$ cat config.mk
export PLATFORM = sky130hd
export DESIGN_NAME = vga_timing_gen
export DESIGN_NICKNAME = d
export VERILOG_FILES = /design/src/rtl/vga_timing_gen.sv
export SDC_FILE = /design/constraint.sdc
export NUM_CORES = 1
export LEC_CHECK = 0
export CORE_ASPECT_RATIO = 1.25
export CORE_MARGIN = 2
export CORE_UTILIZATION = 37
export CTS_BUF_LIST = sky130_fd_sc_hd__clkbuf_4 sky130_fd_sc_hd__clkbuf_8
export CTS_CLUSTER_DIAMETER = 60
export DETAILED_ROUTE_END_ITERATION = 10
export GPL_TIMING_DRIVEN = 1
export PLACE_DENSITY_LB_ADDON = 0.05
export SYNTH_ARGS = -nofsm -noshare
export SYNTH_HDL_FRONTEND = slang
export SYNTH_SLANG_ARGS = --single-unit
$ cat constraint.sdc
create_clock -name CLK -period 2.4 [get_ports CLK]
set_input_delay 0.24 -clock CLK [delete_from_list [all_inputs] [get_ports CLK]]
set_output_delay 0.24 -clock CLK [all_outputs]
set_load 0.005 [all_outputs]
$ cat src/rtl/vga_timing_gen.sv
// vga_timing_gen: parametrised raster timing generator.
// Produces sync, data-enable, active-pixel coordinates, line/frame start
// pulses and a completed-frame counter, advancing one pixel per CE.
// Optional cropped sub-window outputs are built when VGA_TIMING_WIN_EN is defined.
module vga_timing_gen #(
  parameter int H_ACTIVE = 640,
  parameter int H_FP     = 16,
  parameter int H_SYNC   = 96,
  parameter int H_BP     = 48,
  parameter int V_ACTIVE = 480,
  parameter int V_FP     = 10,
  parameter int V_SYNC   = 2,
  parameter int V_BP     = 33,
  parameter bit HS_POL   = 1'b0,
  parameter bit VS_POL   = 1'b0,
  parameter int CW       = 11,
  parameter int FRAME_W  = 8
`ifdef VGA_TIMING_WIN_EN
  ,
  parameter int WIN_X0   = 0,
  parameter int WIN_Y0   = 0,
  parameter int WIN_W    = H_ACTIVE,
  parameter int WIN_H    = V_ACTIVE
`endif
) (
  input  logic               CLK,
  input  logic               RST,
  input  logic               CE,
  output logic               Hsync,
  output logic               Vsync,
  output logic               De,
  output logic [CW-1:0]      Pix_x,
  output logic [CW-1:0]      Pix_y,
  output logic               Line_start,
  output logic               Frame_start,
  output logic [FRAME_W-1:0] Frame_cnt
`ifdef VGA_TIMING_WIN_EN
  ,
  output logic               Win_de,
  output logic [CW-1:0]      Win_x,
  output logic [CW-1:0]      Win_y
`endif
);

  localparam int H_TOTAL = H_SYNC + H_BP + H_ACTIVE + H_FP;
  localparam int V_TOTAL = V_SYNC + V_BP + V_ACTIVE + V_FP;
  localparam int HA_BEG  = H_SYNC + H_BP;
  localparam int HA_END  = H_SYNC + H_BP + H_ACTIVE;
  localparam int VA_BEG  = V_SYNC + V_BP;
  localparam int VA_END  = V_SYNC + V_BP + V_ACTIVE;
  localparam logic [CW-1:0] H_LAST = CW'(H_TOTAL - 1);
  localparam logic [CW-1:0] V_LAST = CW'(V_TOTAL - 1);

  // Counters must be able to reach the last pixel/line of the mode.
  generate
    if ((H_TOTAL > (1 << CW)) || (V_TOTAL > (1 << CW))) begin : g_cw_too_small
      $error("vga_timing_gen: CW too small for H_TOTAL/V_TOTAL");
    end
  endgenerate

  logic [CW-1:0]      h_q, h_d, v_q, v_d;
  logic [FRAME_W-1:0] frame_cnt_q, frame_cnt_d;
  logic               hsync_q, vsync_q, de_q, line_start_q, frame_start_q;
  logic [CW-1:0]      pix_x_q, pix_y_q;

  logic [31:0]        h_w, v_w;
  logic               hs_act, vs_act, de_d;
  logic [CW-1:0]      pix_x_d, pix_y_d;

  // Decode of the current (pre-increment) position and next counter values.
  always_comb begin
    h_w         = 32'(h_q);
    v_w         = 32'(v_q);
    hs_act      = (h_w < H_SYNC);
    vs_act      = (v_w < V_SYNC);
    de_d        = (h_w >= HA_BEG) && (h_w < HA_END) && (v_w >= VA_BEG) && (v_w < VA_END);
    pix_x_d     = '0;
    pix_y_d     = '0;
    if (de_d) begin
      pix_x_d = CW'(h_w - HA_BEG);
      pix_y_d = CW'(v_w - VA_BEG);
    end
    h_d         = h_q + 1'b1;
    v_d         = v_q;
    frame_cnt_d = frame_cnt_q;
    if (h_q == H_LAST) begin
      h_d = '0;
      if (v_q == V_LAST) begin
        v_d         = '0;
        frame_cnt_d = frame_cnt_q + 1'b1;
      end else begin
        v_d = v_q + 1'b1;
      end
    end
  end

  // Raster counters and registered outputs; everything holds while CE is low
  // except the start pulses, which are forced low so they last one CLK.
  always_ff @(posedge CLK or posedge RST) begin
    if (RST) begin
      h_q           <= '0;
      v_q           <= '0;
      frame_cnt_q   <= '0;
      hsync_q       <= ~HS_POL;
      vsync_q       <= ~VS_POL;
      de_q          <= 1'b0;
      pix_x_q       <= '0;
      pix_y_q       <= '0;
      line_start_q  <= 1'b0;
      frame_start_q <= 1'b0;
    end else if (CE) begin
      h_q           <= h_d;
      v_q           <= v_d;
      frame_cnt_q   <= frame_cnt_d;
      hsync_q       <= hs_act ? HS_POL : ~HS_POL;
      vsync_q       <= vs_act ? VS_POL : ~VS_POL;
      de_q          <= de_d;
      pix_x_q       <= pix_x_d;
      pix_y_q       <= pix_y_d;
      line_start_q  <= (h_q == '0);
      frame_start_q <= (h_q == '0) && (v_q == '0);
    end else begin
      line_start_q  <= 1'b0;
      frame_start_q <= 1'b0;
    end
  end

  assign Hsync       = hsync_q;
  assign Vsync       = vsync_q;
  assign De          = de_q;
  assign Pix_x       = pix_x_q;
  assign Pix_y       = pix_y_q;
  assign Line_start  = line_start_q;
  assign Frame_start = frame_start_q;
  assign Frame_cnt   = frame_cnt_q;

`ifdef VGA_TIMING_WIN_EN
  logic          win_de_q, win_de_d;
  logic [CW-1:0] win_x_q, win_x_d, win_y_q, win_y_d;
  logic [31:0]   px_w, py_w;

  // Window decode works on the same pre-increment pixel coordinates as De.
  always_comb begin
    px_w     = 32'(pix_x_d);
    py_w     = 32'(pix_y_d);
    win_de_d = de_d && (px_w >= WIN_X0) && (px_w < WIN_X0 + WIN_W) &&
               (py_w >= WIN_Y0) && (py_w < WIN_Y0 + WIN_H);
    win_x_d  = '0;
    win_y_d  = '0;
    if (win_de_d) begin
      win_x_d = CW'(px_w - WIN_X0);
      win_y_d = CW'(py_w - WIN_Y0);
    end
  end

  // Window outputs register alongside De.
  always_ff @(posedge CLK or posedge RST) begin
    if (RST) begin
      win_de_q <= 1'b0;
      win_x_q  <= '0;
      win_y_q  <= '0;
    end else if (CE) begin
      win_de_q <= win_de_d;
      win_x_q  <= win_x_d;
      win_y_q  <= win_y_d;
    end
  end

  assign Win_de = win_de_q;
  assign Win_x  = win_x_q;
  assign Win_y  = win_y_q;
`endif

endmodule

; ---- Word-level counts from Yosys, hierarchy flattened
; Index checks and enable logic that the tools add are counted.
[word_totals]
register_bits = 57
input_bits = 3
out_inout_bits = 35
elab_cells = 39
[classes]
n_addsub = 5
order_cmp = 6
n_eq_ne = 2
mux = 8
reduce_logical = 8
[op_table]
columns = op, count
row1 = $mux W11, 4
row2 = $add A11 B1 Y11 const B, 2
row3 = $eq A11 B10 Y1 const B, 2
row4 = $logic_not A11 Y1, 2
row5 = $lt A11 B10 Y1 const B, 2
row6 = $ge A11 B6 Y1 const B, 1
row7 = $ge A11 B8 Y1 const B, 1
row8 = $lt A11 B2 Y1 const B, 1
row9 = $lt A11 B7 Y1 const B, 1
row10 = $sub A11 B6 Y11 const B, 1
row11 = $sub A11 B8 Y11 const B, 1
row12 = $add A8 B1 Y8 const B, 1
row13 = $logic_and A1 B1 Y1, 4
row14 = $mux W1, 4
row15 = $reduce_and A3 Y1, 1
row16 = $reduce_and A2 Y1, 1

; ---- Logic depth before layout (Yosys ltp)
; Gate-level depths: netlist of run 1.
[logic_depth]
ltp_word = 5
ltp_mapped = 8
ltp_nobuf = 6

; ---- Worst setup path before layout of run 1
; OpenSTA, ideal clock, no wires.
[synth_timing]
path_kind = register -> register
startpoint = register h_q[5]
endpoint = register v_q[10]
setup_ps = 125
arrival_time_ps = 2235
t_required_ps = 2275
setup_slack_ps = 40
stages_incl_launch_ff = 8
path_buffers = 1
period_less_slack_ps = 2360
cell_sequence = dfrtp_1 -> inv_1 -> ha_1 -> or4b_4 -> or3_1 -> buf_2 -> nor4_1 -> mux2_2
[synth_via]
elab_chain_cells = 2
[synth_lines]
columns = item, line
row1 = start: declaration, 61  ; logic [CW-1:0] h_q, h_d, v_q, v_d;
row2 = start signal: assignment, 101  ; h_q <= '0;
row3 = start signal: assignment, 112  ; h_q <= h_d;
row4 = $eq A11 B10 Y1, 86  ; if (h_q == H_LAST) begin
row5 = $reduce_and A2 Y1 (no source line), -
row6 = end signal: assignment, 113  ; v_q <= v_d;
row7 = end: declaration, 61
; No other way between the ends.
; A chain may end at the register's enable or synchronous reset.

; ---- Worst setup path in the final report of run 1
; Same ends and word-level chain as after synthesis.

==> results of run 1 <==
-- cell families (layout without fill, tap and decap cells) --
family                   count (synthesis)  in the layout  synth area share
adder cells (fa/ha/maj)                  9              9            0.0378
AND/OR/NAND/NOR                         91             91             0.170
buffers and inverters                   62            113            0.0841
XOR/XNOR                                30             30            0.0883
flip-flops                              57             57             0.480
AO/OA/AOI/OAI                           53             53             0.132
multiplexers                             2              2           0.00757
-- power by group --
group	total [W]	switching, W	internal (W)	leakage, nW
Clock	0.000781	0.000380	0.000402	0.0942
Combinational	0.000426	0.000246	0.000180	0.748
Sequential	0.00108	0.0000571	0.00102	0.761
-- routing by layer --
metal,vias up,part of all wire,wire length (µm),track usage
li1,1165,-,-,-
met1,1178,0.44,3170,0.229
met2,45,0.51,3660,0.286
met3,13,0.032,232,0.0389
met4,0,0.020,147,0.0795
met5,-,0,0,0
-- layout make-up --
cell class	instances	area, µm²
clock buffer	12	146
clock inverter	4	20.0
fill	786	4040
inverter	35	131
multi-input combinational	185	1330
sequential	57	1430
tap	95	119
timing repair buffer	62	583
-- worst paths after layout --
kind / startpoint / endpoint / slack, ns / cells after the start
worst min-delay path: RST / Pix_x[0] / 0.28 / 3
worst max register to register: h_q[5] / v_q[10] / 0.11 / 6
worst min register to register: Frame_cnt[7] / Frame_cnt[7] / 0.48 / 1
min in group CLK: Frame_cnt[7] / Frame_cnt[7] / 0.48 / 1
max in group asynchronous: RST / Hsync / 1.82 / 3
worst max-delay path: h_q[5] / v_q[10] / 0.11 / 6
-- Yosys cell counts (2+ instances only) --
library cell  count  area [µm²]
a21oi_1           9        45.0
and4_1            5        43.8
buf_1             2        7.51
buf_2             2        10.0
buf_6             2        22.5
clkbuf_1         21        78.8
dfrtp_1          55        1380
dfstp_2           2        52.6
ha_1              9         113
inv_1            35         131
mux2_2            2        22.5
nand2_1          18        67.6
nand2b_1          3        18.8
nand3_1          10        50.1
nand4_1           8        50.1
nor2_1           11        41.3
nor3_1           10        50.1
nor3b_1           2        15.0
nor4_1           10        62.6
o21ai_0           7        35.0
o22ai_1           3        18.8
o32ai_1          21         184
o41ai_1           2        17.5
or3_1             3        18.8
or4_1             3        22.5
xnor2_1          20         175
xor2_1           10        87.6
-- state kept, by name (all words and copies together), names as in the netlist --
signal	cells
h_q	11
Line_start	1
Pix_y	11
v_q	11
Vsync	1
Frame_start	1
Frame_cnt	8
De	1
Hsync	1
Pix_x	11
-- per-stage QoR --
stage	utilization	worst slack (ns)	total power [W]	hold slack, ns	instance area, µm²
2_1_floorplan	-	0.0400	0.00136	0.465	2980
3_3_place_gp	0.457	0.110	0.00151	0.475	3560
3_5_place_dp	0.457	0.0194	0.00152	0.470	3560
4_1_cts	0.478	0.00609	0.00232	0.277	3720
5_1_grt	0.482	0.00762	0.00241	0.320	3750
6_report	0.482	0.106	0.00228	0.275	3750
-- critical path, stage by stage, from the launching register on --
cell and delay (ns):
dfrtp_1 0.38, inv_1 0.07, ha_1 0.16, or4b_4 0.50, or3_4 0.43, nor4_2 0.28, mux2_2 0.35
==> impl_results.md, run 1 <==
- Syn Nets: ~320
- Hold violation total from the final report: 0
- Vias per inst: 5.34
- Non-filler cells in the finished layout: 450
- Fin crit share: 0.956
- Async SR Flop Fraction: 1.00
- DR pass1 iterations: 5
- Clock Latency Late Sink: around 0.34 ns
- Fmax: approximately 440 MHz
- CTS tree: built
- Static Leakage: approximately 1.6 nW
- Commonest non-fill, non-tap cell in the layout: dfrtp_1
- Layout cells sized above 1: 0.152
- Cell Pwr Density: 608 nW/µm²
- Critical path type: reg2reg
- MaxCap Viol Count: 0
- Cell Rows: 36
- Most frequent cells in the layout: dfrtp_1, clkdlybuf4s50_1, inv_1
- Avg Inst Size Synth: 9.79 µm²
- Hold bufs inserted after CTS: 0
- Longest Clk Path Bufs: 2
- IO buf count: 37
- ANT cells: 0
- RSZ-0062 raised after global routing: false
- Ports: 38
- Inst Count DP: ~430
- WL/cell: around 16 µm
- Skew final: between 0.009 and 0.01 ns
- Tightest Hold Check Type: in2async
- Post-Syn Area: between 2000 and 3000 µm²
- Post-synth cell types: 46
- Tightest Pin Transition: approximately 0.4 ns
- Initial antenna violation count: 0
- DP HPWL: roughly 5 mm
- Drt initial violations: 122
- CTS sink count: 57
- Die width: between 80 and 90 µm
- Peak VDD IR: 258 µV
- Total die area: 8780 µm²
- First-pass GRT wire length: between 10 and 15 mm
- Gr ovfl total: 0
- TNS Setup: 0 ns
- Die H: around 100 µm
- Core area: between 7000 and 8000 µm²
- Starting Density: 0.382
- Detailed-route via count: roughly 2400
- Area Overhead vs Synth: 26.2%
- Total CTS buffers: 9
- Primary FF master, synth: dfrtp_1
- Critical-path maximum fanout: 5
- Yosys reg bits: 57
- Post-CTS sizing: 0
- Crit. End Element: flip-flop
- Antenna Nets Post-Route: 0
- Crit path time final: around 2.3 ns
- Post-synthesis cell count: around 300
- Max-slew violation count: 0
- Outcome: completed
- Synth warn: 0
- Post-route DRC: 0
- Sequential area share after synthesis: 0.480
- Setup repair bufs after CTS: 0
- Final WL: slightly above 7 mm
- Number of global-route vias before repair: around 2500
- Post-synth EDFFs: 0
- # setup viols final: 0
- Slew margin rel.: 0.734
- CTS Root Cell: clkbuf_8
- Clock transition at path regs: 0.06 ns
- GRT Total Usage: 0.178
- H-tree depth: 3
- Crit path DAT: about 2.5 ns
- Kind of start point of the critical path: flip-flop
- Nets: between 300 and 400
- Critical Path RT: between 2 and 3 ns
- Routability cong.: 0.840
- Largest net degree at the start of global routing: 58
Power figures use the tool's default switching activity.
==> inputs of run 2 (changes only) <==
--- a/config.mk
+++ b/config.mk
@@ -10,6 +10,7 @@
 export CORE_UTILIZATION = 37
 export CTS_BUF_LIST = sky130_fd_sc_hd__clkbuf_4 sky130_fd_sc_hd__clkbuf_8
 export CTS_CLUSTER_DIAMETER = 60
+export CTS_CLUSTER_SIZE = 40
 export DETAILED_ROUTE_END_ITERATION = 10
 export GPL_TIMING_DRIVEN = 1
 export PLACE_DENSITY_LB_ADDON = 0.05
==> results of run 2 <==
The final DEF is identical to that of run 1; final timing and power are the same.
